## src/rtl/reaction_timer_core.sv

```systemverilog
`default_nettype none
// ============================================================================
// Module   : reaction_timer_core
// Brief    : Millisecond reaction timer (count up / count down) and
//            fixed-length game-seconds timer for the reaction-game FSM.
// Revision : 1.0
// ============================================================================
module reaction_timer_core #(
    parameter int CLKS_PER_MS = 50000,
    parameter int MAX_MS      = 2047,
    parameter int MS_PER_S    = 1000,
    parameter int GAME_MAX_S  = 60
) (
    input  logic        clk,
    input  logic        rst_n,
    input  logic        reset,
    input  logic        up,
    input  logic        enable,
    input  logic [10:0] start_value,
    input  logic        game_reset,
    input  logic        game_timer_enable,
    output logic [10:0] timer_value,
    output logic        expired,
    output logic        overflow,
    output logic [5:0]  game_timer_value,
    output logic        game_over
);

    localparam int                 c_MS_CNT_W = $clog2(CLKS_PER_MS);
    localparam int                 c_S_CNT_W  = $clog2(MS_PER_S);
    localparam logic [c_MS_CNT_W-1:0] c_MS_LAST = c_MS_CNT_W'(CLKS_PER_MS - 1);
    localparam logic [c_S_CNT_W-1:0]  c_S_LAST  = c_S_CNT_W'(MS_PER_S - 1);
    localparam logic [10:0]        c_MAX_MS   = 11'(MAX_MS);
    localparam logic [5:0]         c_GAME_MAX = 6'(GAME_MAX_S);

    logic [c_MS_CNT_W-1:0] r_ms_cnt;
    logic [10:0]           r_timer_value;
    logic                  r_expired;
    logic                  r_overflow;
    logic [c_MS_CNT_W-1:0] r_g_clk_cnt;
    logic [c_S_CNT_W-1:0]  r_g_ms_cnt;
    logic [5:0]            r_game_timer;

    logic w_ms_tick;
    logic w_g_ms_tick;
    logic w_s_tick;

    assign w_ms_tick   = enable && (r_ms_cnt == c_MS_LAST);
    assign w_g_ms_tick = game_timer_enable && (r_g_clk_cnt == c_MS_LAST);
    assign w_s_tick    = w_g_ms_tick && (r_g_ms_cnt == c_S_LAST);

    // Reaction timer: the prescaler only advances while enabled so a pause
    // neither loses nor adds a tick.
    always_ff @(posedge clk or negedge rst_n) begin
        if (!rst_n) begin
            r_ms_cnt      <= '0;
            r_timer_value <= '0;
            r_expired     <= 1'b0;
            r_overflow    <= 1'b0;
        end else if (reset) begin
            r_ms_cnt      <= '0;
            r_timer_value <= up ? 11'd0 : start_value;
            r_expired     <= 1'b0;
            r_overflow    <= 1'b0;
        end else begin
            r_expired <= 1'b0;
            if (w_ms_tick) begin
                r_ms_cnt <= '0;
                if (up) begin
                    if (r_timer_value < c_MAX_MS) begin
                        r_timer_value <= r_timer_value + 11'd1;
                        if (r_timer_value + 11'd1 == c_MAX_MS)
                            r_overflow <= 1'b1;
                    end
                end else if (r_timer_value != 11'd0) begin
                    r_timer_value <= r_timer_value - 11'd1;
                    if (r_timer_value == 11'd1)
                        r_expired <= 1'b1;
                end
            end else if (enable) begin
                r_ms_cnt <= r_ms_cnt + 1'b1;
            end
        end
    end

    // Game timer: two cascaded prescalers feed a saturating seconds counter.
    always_ff @(posedge clk or negedge rst_n) begin
        if (!rst_n) begin
            r_g_clk_cnt  <= '0;
            r_g_ms_cnt   <= '0;
            r_game_timer <= '0;
        end else if (game_reset) begin
            r_g_clk_cnt  <= '0;
            r_g_ms_cnt   <= '0;
            r_game_timer <= '0;
        end else if (game_timer_enable) begin
            if (w_g_ms_tick) begin
                r_g_clk_cnt <= '0;
                r_g_ms_cnt  <= (r_g_ms_cnt == c_S_LAST) ? '0 : r_g_ms_cnt + 1'b1;
            end else begin
                r_g_clk_cnt <= r_g_clk_cnt + 1'b1;
            end
            if (w_s_tick && (r_game_timer < c_GAME_MAX))
                r_game_timer <= r_game_timer + 6'd1;
        end
    end

    assign timer_value      = r_timer_value;
    assign expired          = r_expired;
    assign overflow         = r_overflow;
    assign game_timer_value = r_game_timer;
    assign game_over        = (r_game_timer == c_GAME_MAX);

endmodule
`default_nettype wire

```

## config.mk

```make
export PLATFORM = sky130hd
export DESIGN_NAME = reaction_timer_core
export DESIGN_NICKNAME = d
export VERILOG_FILES = /design/src/rtl/reaction_timer_core.sv
export SDC_FILE = /design/constraint.sdc
export NUM_CORES = 1
export LEC_CHECK = 0
export ABC_AREA = 1
export BUFFER_PORTS_ARGS = -buffer_cell sky130_fd_sc_hd__clkbuf_2
export CORE_ASPECT_RATIO = 1.2
export CORE_MARGIN = 5
export CORE_UTILIZATION = 50
export DETAILED_ROUTE_END_ITERATION = 10
export GPL_ROUTABILITY_DRIVEN = 0
export PLACE_DENSITY = 0.74
export SLEW_MARGIN = 5
export SYNTH_ARGS = -nofsm -noshare
export SYNTH_HDL_FRONTEND = slang
export SYNTH_SLANG_ARGS = --single-unit
```

## constraint.sdc

```tcl
create_clock -name clk -period 1.55 [get_ports clk]
set_clock_uncertainty 0.05 [all_clocks]
set_input_delay 0.31 -clock clk [delete_from_list [all_inputs] [get_ports clk]]
set_output_delay 0.31 -clock clk [all_outputs]
set_load 0.1 [all_outputs]
```

**Word-level counts from Yosys, hierarchy flattened**

Index checks and enable logic that the tools add are counted.
Widths: inputs -> output; s select.

- Bits in registers: 61
- Word-level logic and storage cells: 69
- Bits of input ports: 18

- Add/sub/neg operators: 6
- Mux-type cells: 29
- Reduce and logical (&&, ||, !) cells: 18
- $lt $le $gt $ge: 2
- Equality and inequality tests: 7

Operators with widths:

| cell | count |
|---|---|
| $mux 16 | 6 |
| $mux 11 | 6 |
| $mux 10 | 4 |
| $add 16x1->16 const B | 2 |
| $eq 16x16->1 const B | 2 |
| $mux 6 | 3 |
| $reduce_bool 2->1 | 7 |
| $add 11x1->11 const B | 1 |
| $eq 11x1->1 const B | 1 |
| $eq 11x11->1 const B | 1 |
| $lt 11x11->1 const B | 1 |
| $reduce_bool 11->1 | 1 |
| $sub 11x1->11 const B | 1 |
| $add 10x1->10 const B | 1 |
| $eq 10x10->1 const B | 1 |
| $mux 1 | 10 |
| $add 6x1->6 const B | 1 |
| $eq 6x6->1 const B | 1 |
| $lt 6x6->1 const B | 1 |
| $reduce_bool 3->1 | 2 |
| $logic_and 1x1->1 | 4 |
| $reduce_and 2->1 | 2 |
| $reduce_and 4->1 | 1 |
| $ne 3x2->1 const B | 1 |
| $reduce_and 3->1 | 1 |

**Longest topological paths before layout**

Gate-level depths: netlist of the first run.

- Depth after elaboration: 7
- Gate-level depth with buffers: 11
- Depth with buffers taken out: 11

**Least setup slack after synthesis of the first run**

No wires, ideal clock.

- Kind: register to output
- From: register r_game_timer[3], in the netlist game_timer_value[3]
- To: output port game_over
- Data required time: 1190 ps
- Arrival time: 2536 ps
- Stages on the path, launching flop included: 5
- Path buffers: 0
- Slack: -1346 ps
- Cells stage by stage: dfrtp_1 nand2_1 inv_1 nand3_1 nor2_1

- Word-level cells in the longest chain between the ends: 1

RTL lines:

| item | line | source |
|---|---|---|
| from (decl) | 42 | `logic [5:0] r_game_timer;` |
| from (signal assigned) | 104 | `r_game_timer <= r_game_timer + 6'd1;` |
| $eq 6x6->1 | 112 | `assign game_over = (r_game_timer == c_GAME_MAX);` |
| to (decl) | 26 | `output logic game_over` |

Every way passes these cells.

**Worst setup path after layout of the first run**

- From: register r_ms_cnt[1]
- To: register r_timer_value[3], in the netlist timer_value[3]

- Word-level cells in the longest chain between the ends: 4

RTL lines:

| item | line | source |
|---|---|---|
| from (decl) | 36 | `logic [c_MS_CNT_W-1:0] r_ms_cnt;` |
| from (signal assigned) | 81 | `r_ms_cnt <= r_ms_cnt + 1'b1;` |
| $eq 16x16->1 | 48 | `assign w_ms_tick = enable && (r_ms_cnt == c_MS_LAST);` |
| $logic_and 1x1->1 | 48 |  |
| $reduce_bool 2->1 (no source line) | - |  |
| $reduce_and 3->1 (no source line) | - |  |
| to (signal assigned) | 62 | `r_timer_value <= up ? 11'd0 : start_value;` |
| to (signal assigned) | 71 | `r_timer_value <= r_timer_value + 11'd1;` |
| to (signal assigned) | 76 | `r_timer_value <= r_timer_value - 11'd1;` |
| to (decl) | 37 | `logic [10:0] r_timer_value;` |

Every way passes these cells.
A chain may end at the register's enable or synchronous reset.

==> impl_metrics.ini, run 1 <==
[sta]
rsz0062_at_grt = yes
finalWorstPathRequiredPeriod_ns = 1.79
timing.final.max_slew_violations = 0
slew_headroom_pct = 76.9
finalWorstSetupSlack_ns = -0.236
final.hold.worst_slack_ns = 0.181
setup_violations = 45
worst-slew-pin-transition_ns = 0.347
layout_worst_path_cycle_share_pct = 115
fmaxAchievable_ghz = 0.560
total_count_of_hold_check_failures_in_the_final_report = 0
finalSetupTns_ns = -4.28

[drt]
wire_per_inst_um = 17.6
met2WireLength_um = 7230
first_pass_iters = 6
dr.max_layer_used = met4
met3WireLength_um = 793
total_via_count_in_the_routed_design = 4640
drcViolationCount = 0
drt.antenna.violating_nets = 0
vias_per_cell = 5.93
drt_first_iter_violations = 338
wl_um = 13800
met1_length_um = 5210

[layout]
multiInputGateArea_um2 = 2700
syn2layout_area_growth_pct = 58.4
ratio_of_cells_with_drive_above_1_in_the_final_layout_pct = 47.9
final-seq-area_um2 = 1590
fillers = 427
diodes = 0
final_design_utilization_pct = 81.2
finish.net_count = 714

[synthesis]
number_of_enable_flip_flop_cells_after_synthesis = 0
synth_seq_cells = 61
synthMostInstantiatedCell = sky130_fd_sc_hd__nand2_1
seq_area_frac_synth_pct = 38.6
post_synth.cell_area_avg_um2 = 7.36
syn_nets = 565
post_synth_main_area_contributors = sky130_fd_sc_hd__dfrtp_1 (39%), sky130_fd_sc_hd__nand2_1 (11%), sky130_fd_sc_hd__inv_1 (5.4%)
synth_cells = 537
synthTopCellsByCount = sky130_fd_sc_hd__nand2_1 (121), sky130_fd_sc_hd__dfrtp_1 (61), sky130_fd_sc_hd__inv_1 (57)
yosys_warnings = 0
mappedNetlistArea_um2 = 3950
asyncSetResetFlopFracSynth_pct = 100
netlist.top_cell.by_area = sky130_fd_sc_hd__dfrtp_1
yosys_most_used_dff = sky130_fd_sc_hd__dfrtp_1
synth.distinct_cells = 41
netlist.area_leader.share_pct = 38.6

[power]
intPower_w = 0.00336
p_sw_w = 0.00208
power_frac_comb_pct = 38.7
sw_frac_of_total_pct = 38.2
p_seq_share_pct = 33.9
irDropWorstVdd_v = 0.000670
clock_power_share_pct = 27.4
leakage_power_summed_over_all_cells_nw = 2.77
power_per_cell_area_nw_per_um2 = 868

[global_routing]
gr-total-overflow = 0
grt_pass1_vias = 4402
grt_antenna_before_repair = 0
grt_start_max_net_pins = 62
track_usage_pct = 24.3
grt_first_pass_wirelength_um = 19700

[floorplanning]
io-pin-count = 38
number_of_core_rows = 35
die_area_um2 = 9790
floorplan.die.height_um = 107
floorplan.core_area_um2 = 7710
initial_core_util_pct = 51.3
die_w_um = 91.2

[critical_path]
path_class = flip-flop to flip-flop
worst-endpoint-required_ns = 1.73
cp-end-kind = flip-flop
critical_path.max_fanout = 8
arrival_ns = 1.97
timing.critical_path.from_type = flip-flop

[clocking]
clock_sinks = 61
clkLatencyLatePin_ns = 0.35
cts_root_buffer = sky130_fd_sc_hd__clkbuf_8
cts_inserted_buffers = 9
cts.htree.levels = 3
worst_setup_hold_path_clk_slew_ns = 0.07
cts_tree = yes
cts-root-to-sink-buffers = 2

[placement]
port-buffer-count = 37
hpwl_um = 7720

[min_path]
hold_path.class = input pin to flip-flop

[flow_run]
max_cap_viol_count = 0

[run_status]
outcome = finished, violations left
failing_checks = setup timing
final cells by class:
class	count	area share, %
Timing Repair inverter	1	0.140
Clock inverter	3	0.719
Multi-Input combinational cell	404	43.1
Sequential cell	61	25.4
Tap cell	92	1.84
Inverter	67	4.50
Clock buffer	13	2.38
Timing Repair Buffer	142	22.0
worst max-delay path, cell delays in order (launching register included):
cell and delay [ns]:
sky130_fd_sc_hd__dfrtp_1 0.37, sky130_fd_sc_hd__ha_2 0.22, sky130_fd_sc_hd__nand2_4 0.08, sky130_fd_sc_hd__nor2_2 0.11
sky130_fd_sc_hd__nand2_1 0.07, sky130_fd_sc_hd__nor2_2 0.14, sky130_fd_sc_hd__inv_2 0.07, sky130_fd_sc_hd__nand2_4 0.09
sky130_fd_sc_hd__nand3_4 0.20, sky130_fd_sc_hd__o21ai_2 0.17, sky130_fd_sc_hd__o21ai_1 0.08
logic make-up after synthesis:
logic type / count (synthesis) / synth area share [%]
compound gates: 88 / 12.7
xor+xnor: 14 / 3.10
fa+ha+maj: 10 / 3.16
buf+inv: 74 / 7.78
flops: 61 / 38.6
simple gates: 290 / 34.6
sequential cells by signal, indices dropped and copies added (netlist names):
name,count
r_ms_cnt,16
overflow,1
r_g_clk_cnt,16
game_timer_value,6
r_g_ms_cnt,10
timer_value,11
expired,1
metal layers:
layer | vias to the layer above | track usage [%]
li1 | 2081 | -
met1 | 2232 | 27.9
met2 | 260 | 43.8
met3 | 67 | 4.48
met4 | 0 | 10.5
met5 | - | 0
through the flow:
stage	cells	cell area, µm²	worst slack, ns	power [W]
after detailed placement	729	5220	-0.190	0.00357
after global placement	729	5220	-0.113	0.00353
after CTS	772	5840	-0.149	0.00521
after global routing	783	6260	-0.333	0.00563
after floorplan	537	4150	-0.190	0.00285
final	783	6260	-0.236	0.00544
power groups by stage:
stage	combinational [W]	sequential [W]	clock, W
floorplan	0.000550	0.00230	0
global placement	0.00167	0.00186	0
global route	0.00221	0.00185	0.00157
detailed placement	0.00170	0.00187	0
finish	0.00210	0.00184	0.00149
CTS	0.00192	0.00183	0.00146
repair_timing:
item,in CTS,in global routing
setup endpoints to repair,47,68
hold buffers,1,0
gates cloned,3,0
resized for setup,66,87
pin swaps,37,39
endpoints found under the hold margin,61,0
buffers inserted,23,15
cell usage in the layout, fill, tap and decap left out, types with 16 or more instances in the layout:
master,count
sky130_fd_sc_hd__o21ai_0,19
sky130_fd_sc_hd__nor2_1,35
sky130_fd_sc_hd__clkbuf_2,17
sky130_fd_sc_hd__buf_4,82
sky130_fd_sc_hd__nand2_2,22
sky130_fd_sc_hd__buf_12,21
sky130_fd_sc_hd__inv_1,43
sky130_fd_sc_hd__nand3_1,32
sky130_fd_sc_hd__dfrtp_1,44
sky130_fd_sc_hd__a21oi_1,19
sky130_fd_sc_hd__buf_6,19
sky130_fd_sc_hd__dfrtp_4,16
sky130_fd_sc_hd__inv_2,16
sky130_fd_sc_hd__nor2_2,17
sky130_fd_sc_hd__nand2_1,95
worst paths after layout:
check / from / end / slack [ns] / cells past startpoint
max in group asynchronous: rst_n / timer_value[10]$_DFFE_PN0P_ / 0.67 / 3
min reg2reg: overflow$_DFFE_PN0P_ / overflow$_DFFE_PN0P_ / 0.48 / 2
max reg2reg: r_ms_cnt[1]$_DFFE_PN0P_ / timer_value[3]$_DFFE_PN0P_ / -0.24 / 10
min: reset / overflow$_DFFE_PN0P_ / 0.18 / 2
max: r_ms_cnt[1]$_DFFE_PN0P_ / timer_value[3]$_DFFE_PN0P_ / -0.24 / 10
min in group asynchronous: rst_n / game_timer_value[2]$_DFFE_PN0P_ / 0.46 / 3
Note: power is estimated with default switching activity, not from simulation.
==> inputs of run 2 (changes only) <==
--- a/config.mk
+++ b/config.mk
@@ -7,12 +7,14 @@
 export LEC_CHECK = 0
 export ABC_AREA = 1
 export BUFFER_PORTS_ARGS = -buffer_cell sky130_fd_sc_hd__clkbuf_2
+export CELL_PAD_IN_SITES_DETAIL_PLACEMENT = 2
+export CELL_PAD_IN_SITES_GLOBAL_PLACEMENT = 2
 export CORE_ASPECT_RATIO = 1.2
 export CORE_MARGIN = 5
-export CORE_UTILIZATION = 50
+export CORE_UTILIZATION = 31
 export DETAILED_ROUTE_END_ITERATION = 10
 export GPL_ROUTABILITY_DRIVEN = 0
-export PLACE_DENSITY = 0.74
+export PLACE_DENSITY = 0.78
 export SLEW_MARGIN = 5
 export SYNTH_ARGS = -nofsm -noshare
 export SYNTH_HDL_FRONTEND = slang
==> impl_metrics.ini, run 2 <==
[synthesis]
mappedNetlistArea_um2 = 3950
netlist.top_cell.by_area = sky130_fd_sc_hd__dfrtp_1
yosys_most_used_dff = sky130_fd_sc_hd__dfrtp_1
synth.distinct_cells = 41
seq_area_frac_synth_pct = 38.6
synth_seq_cells = 61
number_of_enable_flip_flop_cells_after_synthesis = 0
netlist.area_leader.share_pct = 38.6
asyncSetResetFlopFracSynth_pct = 100
synthMostInstantiatedCell = sky130_fd_sc_hd__nand2_1
syn_nets = 565
yosys_warnings = 0
synth_cells = 537
post_synth.cell_area_avg_um2 = 7.36
post_synth_main_area_contributors = sky130_fd_sc_hd__dfrtp_1 (39%), sky130_fd_sc_hd__nand2_1 (11%), sky130_fd_sc_hd__inv_1 (5.4%)
synthTopCellsByCount = sky130_fd_sc_hd__nand2_1 (121), sky130_fd_sc_hd__dfrtp_1 (61), sky130_fd_sc_hd__inv_1 (57)

[clocking]
cts_root_buffer = sky130_fd_sc_hd__clkbuf_16
cts.htree.levels = 3
cts_inserted_buffers = 9
cts-root-to-sink-buffers = 2
clock_sinks = 61

[run_status]
stop_stage = global routing
run.stop_error = [ERROR DPL-0033] detailed placement checks failed during check placement.
outcome = aborted with a tool error

[floorplanning]
initial_core_util_pct = 31.5
number_of_core_rows = 45
die_w_um = 113
io-pin-count = 38
floorplan.die.height_um = 134

[global_routing]
grt_antenna_before_repair = 0
grt_start_max_net_pins = 62

[sta]
worst_endpoint_kind = sequential cell input
grt-worst-endpoint = timer_value[10]$_DFFE_PN0P_/D

[placement]
port-buffer-count = 37
dp_slack_ns = -0.315
hpwl_um = 13000
-- run 2: cell counts after synthesis --
No cell type changed its count.
-- run 2: timing repair --
item	in CTS
gates cloned	4
buffers inserted	35
pin swaps	58
hold buffers	1
endpoints found under the hold margin	61
endpoints found under the setup margin	69
gates resized for setup	165
-- run 2: kinds of logic after synthesis --
kind of cell / count (synthesis) / share of synthesized area [%]
xor gates and xnor gates: 14 / 3.10
and+or+nand+nor: 290 / 34.6
AOI/OAI and AO/OA: 88 / 12.7
buffers and inverters: 74 / 7.78
adders and majority gates: 10 / 3.16
DFF: 61 / 38.6
-- run 2: metrics by stage --
step | cell area, µm² | cells | TNS [ns]
2_1_floorplan | 4150 | 537 | -1.45
3_3_place_gp | 5540 | 834 | -1.82
4_1_cts | 6710 | 889 | -6.46
3_5_place_dp | 5540 | 834 | -9.13
==> inputs of run 3 (changes only) <==
--- a/config.mk
+++ b/config.mk
@@ -7,14 +7,11 @@
 export LEC_CHECK = 0
 export ABC_AREA = 1
 export BUFFER_PORTS_ARGS = -buffer_cell sky130_fd_sc_hd__clkbuf_2
-export CELL_PAD_IN_SITES_DETAIL_PLACEMENT = 2
-export CELL_PAD_IN_SITES_GLOBAL_PLACEMENT = 2
-export CORE_ASPECT_RATIO = 1.2
 export CORE_MARGIN = 5
-export CORE_UTILIZATION = 31
+export CORE_UTILIZATION = 35
 export DETAILED_ROUTE_END_ITERATION = 10
 export GPL_ROUTABILITY_DRIVEN = 0
-export PLACE_DENSITY = 0.78
+export PLACE_DENSITY_LB_ADDON = 0.15
 export SLEW_MARGIN = 5
 export SYNTH_ARGS = -nofsm -noshare
 export SYNTH_HDL_FRONTEND = slang
==> constraint.sdc (replaced) <==
create_clock -name clk -period 2.02 [get_ports clk]
set_clock_uncertainty 0.05 [all_clocks]
set_input_delay 0.404 -clock clk [delete_from_list [all_inputs] [get_ports clk]]
set_output_delay 0.404 -clock clk [all_outputs]
set_load 0.1 [all_outputs]
==> impl_metrics.ini, run 3 (synthesis results as in run 1) <==
[run_status]
outcome = complete, no violations

[global_routing]
gr-total-overflow = 0
grt_first_pass_wirelength_um = 17100
grt_pass1_vias = 3644
grt_antenna_before_repair = 0
grt_start_max_net_pins = 62
track_usage_pct = 15.8

[drt]
drt_first_iter_violations = 279
first_pass_iters = 4
drt.antenna.violating_nets = 0
total_via_count_in_the_routed_design = 3647
drcViolationCount = 0
dr.max_layer_used = met4
met3WireLength_um = 295
wl_um = 9880
met1_length_um = 4720
wire_per_inst_um = 13.5
vias_per_cell = 4.98
met2WireLength_um = 4700

[sta]
finalSetupTns_ns = 0
fmaxAchievable_ghz = 0.532
worst-slew-pin-transition_ns = 0.575
slew_headroom_pct = 61.8
layout_worst_path_cycle_share_pct = 93.1
total_count_of_hold_check_failures_in_the_final_report = 0
rsz0062_at_grt = no
setup_violations = 0
finalWorstPathRequiredPeriod_ns = 1.88
timing.final.max_slew_violations = 0
finalWorstSetupSlack_ns = 0.139

[clocking]
worst_setup_hold_path_clk_slew_ns = 0.05
postCtsSetupBuffers = 0
cts-root-to-sink-buffers = 2
cts_root_buffer = sky130_fd_sc_hd__clkbuf_16
clock_sinks = 61
clkLatencyLatePin_ns = 0.33
cts_hold_repair.buffers = 0
cts_inserted_buffers = 9
cts_tree = yes
cts.htree.levels = 3
post_cts.resized_instances = 0

[critical_path]
critical_path.max_fanout = 6
cp-end-kind = output pin
crit_buf_inv = 3
rr_startpoint = r_ms_cnt[0]$_DFFE_PN0P_
timing.critical_path.mode_cell = sky130_fd_sc_hd__inv_1
worst_r2r_endpoint = timer_value[6]$_DFFE_PN0P_
path_delay_family = flip-flops
slowest_stage = sky130_fd_sc_hd__dfrtp_2
timing.critical_path.from_type = flip-flop
worst-endpoint-required_ns = 1.57
path_class = flip-flop to output pin
ff2ff_setup_slack_ns = 0.22
crit_chain = inv_1 > ha_1 > inv_1 > nor2_4 > buf_4
max_stage_delay_ns = 0.45
r2r_cells = 11
path_depth = 5
arrival_ns = 1.43

[layout]
diodes = 0
ratio_of_cells_with_drive_above_1_in_the_final_layout_pct = 21.2
syn2layout_area_growth_pct = 18.4
layoutNonFillerInstCount = 733
most_common_cell_after_layout_fill_and_taps_aside = sky130_fd_sc_hd__nand2_1
layout.cells.most_common_list = sky130_fd_sc_hd__nand2_1 (121), sky130_fd_sc_hd__inv_1 (57), sky130_fd_sc_hd__nor2_1 (55)
final_design_utilization_pct = 42.8
finish.net_count = 616

[floorplanning]
floorplan.die.height_um = 116
floorplan.core_area_um2 = 10900
initial_core_util_pct = 36.2
io-pin-count = 38
die_w_um = 116
die_area_um2 = 13500
number_of_core_rows = 38

[placement]
port-buffer-count = 37
dp_slack_ns = 0.138
placed_cells_incl_taps = 717
hpwl_um = 7440

[power]
leakage_power_summed_over_all_cells_nw = 2.08
power_per_cell_area_nw_per_um2 = 828
irDropWorstVdd_v = 0.000400

[flow_run]
max_cap_viol_count = 0

[min_path]
hold_path.class = input pin to async pin
==> run 3: area by class of cell <==
type                            instances  area [µm²]
Clock buffer                           13         260
Tap cell                              140         175
Sequential cell                        61        1540
Multi-Input combinational cell        402        2130
Timing Repair Buffer                   47         275
Clock inverter                          3        43.8
Fill cell                            1163        6260
Inverter                               67         254
==> run 3: metal layers <==
metal  vias up  global-route usage (%)
li1       1873                       -
met1      1707                    20.3
met2        53                    26.3
met3        14                    3.52
met4         0                    4.87
met5         -                       0
==> run 3: power breakdown <==
part / switching (W) / internal [W] / leakage [nW]
combinational: 0.000710 / 0.000210 / 1.12
sequential: 0.0000990 / 0.00128 / 0.814
clock: 0.000552 / 0.00102 / 0.150
==> run 3: how the worst max path moves through the flow <==
stage                                               start                         end  slack (ns)
after global routing              r_ms_cnt[0]$_DFFE_PN0P_  timer_value[6]$_DFFE_PN0P_        0.02
after global placement                                 up  timer_value[9]$_DFFE_PN0P_        0.14
final                     game_timer_value[0]$_DFFE_PN0P_                   game_over        0.14
after CTS                 game_timer_value[0]$_DFFE_PN0P_                   game_over        0.12
after detailed placement                               up  timer_value[9]$_DFFE_PN0P_        0.14
after floorplan               timer_value[10]$_DFFE_PN0P_  timer_value[3]$_DFFE_PN0P_        0.02
==> run 3: through the flow <==
step	power [W]	hold WS (ns)	area, µm²
CTS	0.00392	0.0423	4680
floorplan	0.00208	0.0584	3980
finish	0.00388	0.0287	4680
detailed placement	0.00232	0.401	4370
global route	0.00406	0.0662	4680
global placement	0.00232	0.399	4370
